[src/rtl/bus_router.sv]
// Single-master bus router: decodes the master address into one of NDEV regions,
// forwards the access to that device and waits for its ready or a timeout.

module bus_router_region #(
    parameter logic [31:0] BASE   = 32'h0,
    parameter logic [7:0]  LOG2SZ = 8'd0
) (
    input  logic [31:0] addr_i,
    output logic        match_o
);
    // A size of 0 leaves every bit in KEEP, i.e. an exact 32-bit compare.
    localparam logic [31:0] KEEP = 32'hFFFF_FFFF << LOG2SZ[4:0];

    assign match_o = ((addr_i ^ BASE) & KEEP) == 32'd0;
endmodule

module bus_router #(
    parameter int                 NDEV    = 4,
    parameter logic [32*NDEV-1:0] BASES   = {32'h30000000, 32'h20000000, 32'h10000000, 32'h00000000},
    parameter logic [8*NDEV-1:0]  MASKS   = {8'd12, 8'd12, 8'd8, 8'd16},
    parameter int                 TIMEOUT = 255
) (
    input  logic                 clk,
    input  logic                 n_rst,
    input  logic                 req,
    input  logic [31:0]          addr,
    input  logic                 we,
    input  logic [31:0]          wdata,
    output logic                 ack,
    output logic                 err,
    output logic [31:0]          rdata,
    output logic                 busy,
    output logic [NDEV-1:0]      dev_en,
    output logic [31:0]          dev_addr,
    output logic                 dev_we,
    output logic [31:0]          dev_wdata,
    input  logic [32*NDEV-1:0]   dev_rdata,
    input  logic [NDEV-1:0]      dev_ready
);
    localparam int SW = (NDEV > 1) ? $clog2(NDEV) : 1;
    localparam int CW = (TIMEOUT > 0) ? (($clog2(TIMEOUT + 1) > 0) ? $clog2(TIMEOUT + 1) : 1) : 1;
    localparam logic [CW-1:0] TO_CNT = CW'(TIMEOUT);

    typedef enum logic [1:0] {IDLE, ACCESS, RESP} state_t;

    state_t          state_q, state_d;
    logic [SW-1:0]   sel_q, sel_d;
    logic [CW-1:0]   cnt_q, cnt_d;
    logic            ack_q, ack_d;
    logic            err_q, err_d;
    logic            busy_q, busy_d;
    logic [NDEV-1:0] dev_en_q, dev_en_d;
    logic [31:0]     dev_addr_q, dev_addr_d;
    logic            dev_we_q, dev_we_d;
    logic [31:0]     dev_wdata_q, dev_wdata_d;
    logic [31:0]     rdata_q, rdata_d;

    logic [NDEV-1:0] match;
    logic            hit;
    logic [SW-1:0]   hit_sel;
    logic [NDEV-1:0] hit_oh;
    logic [31:0]     base_sel;
    logic            rdy_sel;
    logic [31:0]     rdata_sel;

    for (genvar g = 0; g < NDEV; g++) begin : g_rgn
        bus_router_region #(
            .BASE   (BASES[32*g +: 32]),
            .LOG2SZ (MASKS[8*g +: 8])
        ) u_rgn (
            .addr_i  (addr),
            .match_o (match[g])
        );
    end

    // Scan high to low so the lowest matching index is the last one written.
    always_comb begin
        hit     = 1'b0;
        hit_sel = '0;
        hit_oh  = '0;
        for (int i = NDEV - 1; i >= 0; i--) begin
            if (match[i]) begin
                hit       = 1'b1;
                hit_sel   = SW'(i);
                hit_oh    = '0;
                hit_oh[i] = 1'b1;
            end
        end
    end

    always_comb begin
        base_sel  = '0;
        rdy_sel   = 1'b0;
        rdata_sel = '0;
        for (int i = 0; i < NDEV; i++) begin
            if (hit_sel == SW'(i)) base_sel = BASES[32*i +: 32];
            if (sel_q == SW'(i)) begin
                rdy_sel   = dev_ready[i];
                rdata_sel = dev_rdata[32*i +: 32];
            end
        end
    end

    always_comb begin
        state_d     = state_q;
        sel_d       = sel_q;
        cnt_d       = cnt_q;
        ack_d       = 1'b0;
        err_d       = 1'b0;
        busy_d      = busy_q;
        dev_en_d    = dev_en_q;
        dev_addr_d  = dev_addr_q;
        dev_we_d    = dev_we_q;
        dev_wdata_d = dev_wdata_q;
        rdata_d     = rdata_q;
        case (state_q)
            IDLE: begin
                if (req) begin
                    busy_d = 1'b1;
                    if (hit) begin
                        sel_d       = hit_sel;
                        cnt_d       = '0;
                        dev_en_d    = hit_oh;
                        dev_addr_d  = addr - base_sel;
                        dev_we_d    = we;
                        dev_wdata_d = wdata;
                        state_d     = ACCESS;
                    end else begin
                        err_d   = 1'b1;
                        state_d = RESP;
                    end
                end
            end
            ACCESS: begin
                // Ready is checked first so it wins over a simultaneous timeout.
                if (rdy_sel) begin
                    dev_en_d = '0;
                    ack_d    = 1'b1;
                    if (!dev_we_q) rdata_d = rdata_sel;
                    state_d  = RESP;
                end else begin
                    cnt_d = cnt_q + 1'b1;
                    if (TIMEOUT > 0 && cnt_d == TO_CNT) begin
                        dev_en_d = '0;
                        err_d    = 1'b1;
                        state_d  = RESP;
                    end
                end
            end
            RESP: begin
                busy_d  = 1'b0;
                state_d = IDLE;
            end
            default: state_d = IDLE;
        endcase
    end

    always_ff @(posedge clk) begin
        if (!n_rst) begin
            state_q     <= IDLE;
            sel_q       <= '0;
            cnt_q       <= '0;
            ack_q       <= 1'b0;
            err_q       <= 1'b0;
            busy_q      <= 1'b0;
            dev_en_q    <= '0;
            dev_addr_q  <= '0;
            dev_we_q    <= 1'b0;
            dev_wdata_q <= '0;
            rdata_q     <= '0;
        end else begin
            state_q     <= state_d;
            sel_q       <= sel_d;
            cnt_q       <= cnt_d;
            ack_q       <= ack_d;
            err_q       <= err_d;
            busy_q      <= busy_d;
            dev_en_q    <= dev_en_d;
            dev_addr_q  <= dev_addr_d;
            dev_we_q    <= dev_we_d;
            dev_wdata_q <= dev_wdata_d;
            rdata_q     <= rdata_d;
        end
    end

    assign ack       = ack_q;
    assign err       = err_q;
    assign rdata     = rdata_q;
    assign busy      = busy_q;
    assign dev_en    = dev_en_q;
    assign dev_addr  = dev_addr_q;
    assign dev_we    = dev_we_q;
    assign dev_wdata = dev_wdata_q;
endmodule

[config.mk]
export PLATFORM = sky130hd
export DESIGN_NAME = bus_router
export DESIGN_NICKNAME = d
export VERILOG_FILES = /design/src/rtl/bus_router.sv
export SDC_FILE = /design/constraint.sdc
export NUM_CORES = 1
export LEC_CHECK = 0
export ABC_AREA = 1
export CAP_MARGIN = 0
export CORE_MARGIN = 1.5
export CORE_UTILIZATION = 42
export CTS_CLUSTER_SIZE = 14
export DETAILED_ROUTE_END_ITERATION = 6
export PLACE_DENSITY = 0.94
export SETUP_SLACK_MARGIN = 0.02
export SLEW_MARGIN = 20
export SYNTH_ARGS = -nofsm -noshare
export SYNTH_HDL_FRONTEND = slang
export SYNTH_SLANG_ARGS = --single-unit
[constraint.sdc]
create_clock -name clk -period 5.9 [get_ports clk]
set_clock_uncertainty 0.05 [all_clocks]
set_input_delay 1.18 -clock clk [delete_from_list [all_inputs] [get_ports clk]]
set_output_delay 1.18 -clock clk [all_outputs]
set_load 0.005 [all_outputs]
After elaboration in Yosys (flattened, before gate mapping). Cells that the tools add are included.

Reduce and logical (&&, ||, !) cells: 15. Bitwise operators: 4. Add/sub/neg operators: 2. Eq/ne operators: 13. Multiplexer cells: 45.

Operators by type and width (number): $mux 32 (6); $logic_not 32->1 (4); $mux 4 (8); $sub 32x32->32 (1); $mux 29 (1); $mux 8 (3); $mux 2 (8); $pmux 8 s2 (1); $mux 1 (14); $eq 2x2->1 const B (5); $add 8x1->8 const B (1); $eq 8x8->1 const B (1); $pmux 4 s2 (1); $reduce_and 4->1 (2); $eq 2x1->1 const B (3); $ne 2x2->1 const B (3); $reduce_and 2->1 (3); $reduce_and 3->1 (2); $logic_not 2->1 (2); $pmux 1 s2 (2); $pmux 2 s2 (1); $reduce_bool 2->1 (2); $ne 3x3->1 const B (1); $not 1->1 (3); $not 2->2 (1).

Logic and storage cells: 90. Input bits: 200. Output and inout port bits: 104. Register bits after elaboration: 116.

Depth between registers and ports, before layout.
Depth after elaboration: 11. Depth in mapped cells: 13. Gate-level depth less buffers: 13.

Hierarchy. From an unflattened synthesis, not the netlist that was laid out.

Cells, all modules: 841. Area, all modules: 5641.7 um^2.

Modules (own cells, without submodules): bus_router (sequential area each 2322.2 um^2, instances 1, cells each 751, area an instance 5275.1 um^2); bus_router_region at g_rgn[0].u_rgn (sequential area each 0.0 um^2, instances 1, cells each 27, area an instance 103.8 um^2); bus_router_region at g_rgn[2].u_rgn (sequential area each 0.0 um^2, instances 1, cells each 23, area an instance 97.6 um^2); bus_router_region at g_rgn[1].u_rgn (sequential area each 0.0 um^2, instances 1, cells each 22, area an instance 87.6 um^2); bus_router_region at g_rgn[3].u_rgn (sequential area each 0.0 um^2, instances 1, cells each 18, area an instance 77.6 um^2).

Worst setup path after synthesis. No wires, ideal clock.

Kind: in2reg. Start point: input addr[18]. End point: register dev_addr_q[29], in the netlist dev_addr[29]. Arrival: 2619 ps. Slack: 3167 ps. Required time: 5786 ps. Stages: 12. Buffers on the path: 0. Setup time: 64 ps. Cells stage by stage: nor2_1 nand2_1 nor2_4 nand2_1 nor3_1 inv_1 nand2_1 ha_1 fa_1 nand3_1 nand2_1 nor2_1.

Cells in the longest elaborated chain, start to end: 10. Elaborated cells between the ends (all ways): 20. Classes of those cells: add/sub (1); eq/ne (3); mux (11); reduce/logical (5).

RTL lines: start: declaration (RTL line 26) `input logic [31:0] addr,`; $logic_not 32->1 (RTL line 14) `assign match_o = ((addr_i ^ BASE) & KEEP) == 32'd0;`; $mux 2 (3 in series) (RTL line 82) `if (match[i]) begin`; $mux 2 * (RTL line 82); via hit_sel[0] (RTL line 60) `logic [SW-1:0] hit_sel;`; $eq 2x1->1 (RTL line 96) `if (hit_sel == SW'(i)) base_sel = BASES[32*i +: 32];`; $mux 29 (RTL line 96); $mux 32 (RTL line 96); $mux 32 * (RTL line 96); $sub 32x32->32 * (RTL line 124) `dev_addr_d = addr - base_sel;`; end signal: assignment (RTL line 179) `dev_addr_q <= dev_addr_d;`; end: declaration (RTL line 53) `logic [31:0] dev_addr_q, dev_addr_d;`.

Mark *: on every way through the listed nets, which the timed path passes. The rest lies on a longest branch. A chain may end at the register's enable or synchronous reset.

Final worst setup path.
Start point: input addr[30]. End point: register dev_wdata_q[29], in the netlist dev_wdata[29].

Cells in the longest elaborated chain, start to end: 6. Elaborated cells between the ends (all ways): 9. Classes of those cells: mux (4); reduce/logical (5).

RTL lines: $logic_not 32->1 (RTL line 14); $mux 1 (3 in series) (RTL line 82); $mux 1 * (RTL line 82); $reduce_and 3->1 (no source line) *; end signal: assignment (RTL line 181) `dev_wdata_q <= dev_wdata_d;`; end: declaration (RTL line 55) `logic [31:0] dev_wdata_q, dev_wdata_d;`.

Every way passes the cells marked *; elsewhere a longest branch is shown, timed or not.

==> impl_metrics.toml <==
[run_status]
status = "finished clean"

[die]
die_area_sq_um = 13900
rows = 41
start_util = 0.434
die_x_microns = 118
pin_count = 304
core-area_sq_um = 12800
die_height_microns = 118

[sta]
holdWs_ps = 394
tns_ps = 0
hold_viol = 0
slew_violations = 0
setup_violations = 0
tightest_slew_ps = 861
period_needed_ps = 3300
post-route-period-util = 0.559
fin_ws_ps = 2600
max_slew_margin = 0.426
rsz0062_at_grt = "no"
clock.fmax_mhz = 303

[logic_synthesis]
synth_cell_type_count = 29
yosys-top-cells-count = "139 x nand2_1, 116 x dfxtp_1, 103 x nor2_1, 83 x a21oi_1, 70 x nand3_1"
ys_ff_latch = 116
mappedNetlistArea_sq_um = 5550
syn-instance-count = 788
yosys_warnings = 0
synth_top_family_by_area = "simple AND/OR/NAND/NOR gates"
postSynthAreaPerCell_sq_um = 7.04
synth_area_leaders = "dfxtp_1 42%, nand2_1 9.4%, a21oi_1 7.5%"
synthSimpleGateAreaFrac = 0.326
synth_fa_ha_area_frac = 0.0126
async_flop_share = 0
netlist.area_leader.share = 0.419
ys_seq_area_frac = 0.419
synth-xor-area-share = 0.00316
synth_top_cell_by_area = "dfxtp_1"
yosysMostFrequentCell = "nand2_1"
synthMuxAreaShare = 0
synth_ff_type = "dfxtp_1"
synth_edf_count = 0
synth_compound_area_frac = 0.143
synth_fp_nets = 993

[routing]
dr.pass1.iters = 5
num_vias = 6400
wire_per_inst_microns = 15.1
detail-route-antenna-nets = 0
via_per_inst = 5.13
drt-total-wl_microns = 18900
drc = 0
drt_iter0_markers = 501

[global_route]
grt_pass1_wl_microns = 30000
grt_max_degree = 65
track_usage = 0.268
grt_pass1_vias = 6088
overflow = 0
antenna_found_initial = 1

[power]
p_sw_frac = 0.233
p_total_mw = 1.99
p_leak_nw = 3.51
netSwitchingPower_mw = 0.463
power_frac_comb = 0.107
power.density_nw_per_um2 = 217
p_int_mw = 1.52
p_seq_frac = 0.400
clkPwrFrac = 0.493
vdd_drop_max_v = 0.000181

[critical_path]
start_kind = "input pin"
crit_required_ps = 6160
reg2reg_slack_ps = 2900
path_buf_inv = 3
critical-path-top-delay-family = "buffers and inverters"
path_cells = "clkdlybuf4s50_1, inv_2, nand2_1, nor2_1, o211ai_2, nand2_2, nand2_2, buf_4, nor2_1, nor3_1"
worstSetupPathType = "input pin to register"
worst_ep_arrival_time_ps = 3560
cpPeakStageDelay_ps = 560
critPathMaxFanout = 38
cp_slowest_cell = "clkdlybuf4s50_1"
cp-end-kind = "register"

[cells_and_area]
area_growth_pct = 65.0
postLayoutCoreUtil = 0.716
fin_cells = 1247
final_nets = 1267
drive_above_1_share = 0.0661
fin_area_sq_um = 9150

[clocking]
cts_tree = "done"
cts.hold.buffers_added = 0
clock-sinks = 116
cts_buffers = 17
cts_setup_buffers = 0
cts_buffer_depth = 2
cts_resized = 0
clk_pin_slew_ps = 60
clock_latency_ps = 400
htree_levels = 4
clock-root-buffer = "clkbuf_16"

[worst_hold_path]
hp-class = "register to register"

[placed_design]
place.gp.congestion = 0.819
io_buffers = 303
dp_cells = 1215
place_area_sq_um = 8570
dpl_worst_slack_ps = 2000
hpwlAfterDp_microns = 13500

[flow_run]
cap_violations = 0
## worst paths after layout
path	from	end	cells past startpoint
worst max-delay path	addr[30]	dev_wdata[29]	10
worst min-delay path	rdata[23]	rdata[23]	2
worst max register to register	sel_q[0]	rdata[4]	8
worst min register to register	rdata[23]	rdata[23]	2
## power groups by stage
stage          logic (mW)  registers (mW)  clock network, mW
2_1_floorplan      0.0576           0.811                  0
3_3_place_gp        0.209           0.811                  0
3_5_place_dp        0.210           0.812                  0
4_1_cts             0.212           0.795              0.992
5_1_grt             0.230           0.795               1.04
6_report            0.212           0.795              0.979
## cells by family (layout without fill, tap and decap cells)
| family | Yosys count | after routing |
|---|---|---|
| and+or+nand+nor | 396 | 396 |
| AOI/OAI and AO/OA | 143 | 143 |
| adders and majority gates | 5 | 5 |
| DFF | 116 | 116 |
| xor gates and xnor gates | 2 | 2 |
| buffers and inverters | 126 | 412 |
| other | 0 | 1 |
## flip-flops by register name (all words and copies together) (netlist names)
register,count
err,1
cnt_q,8
rdata,32
sel_q,2
dev_we,1
dev_wdata,32
state_q,2
dev_addr,32
ack,1
dev_en,4
busy,1
## worst register-to-register path, cell delays in order, from the launching register on
cell and delay, ps:
dfxtp_1 300, buf_4 370, nand2_1 130, inv_2 450
nand2_1 120, nand4_1 290, nand3_4 540, a211oi_1 540
a211oi_1 70
## layout by cell type, fill, tap and decap left out, types with 3 or more instances in the layout
cell             instances
inv_1                   64
clkinvlp_4               3
a211oi_1                25
nand3_1                 70
o21ai_0                 28
clkdlybuf4s50_1        302
nor2_1                 103
o21ai_1                  4
nor3_1                  38
inv_2                    7
dfxtp_1                116
ha_1                     4
nor2_2                   3
clkbuf_16               17
inv_6                    3
clkinv_4                 3
nand2_1                139
nor3_2                  15
a21oi_1                 83
buf_4                    7
nand4_1                 22
## area by class of cell
class	instances	area, sq um
antenna	1	2.50
fill	954	3620
multi-input combinational	546	2700
timing repair buffer	310	3080
inverter	71	267
clock inverter	13	126
tap	172	215
clock buffer	18	439
sequential	116	2320
## metal layers
| metal | up-vias | track usage | routed length [microns] |
|---|---|---|---|
| li1 | 3157 | - | - |
| met1 | 2903 | 0.296 | 7430 |
| met2 | 295 | 0.480 | 9490 |
| met3 | 45 | 0.0664 | 1300 |
| met4 | 0 | 0.130 | 669 |
| met5 | - | 0 | 0 |
Note: power is estimated with default switching activity, not from simulation.
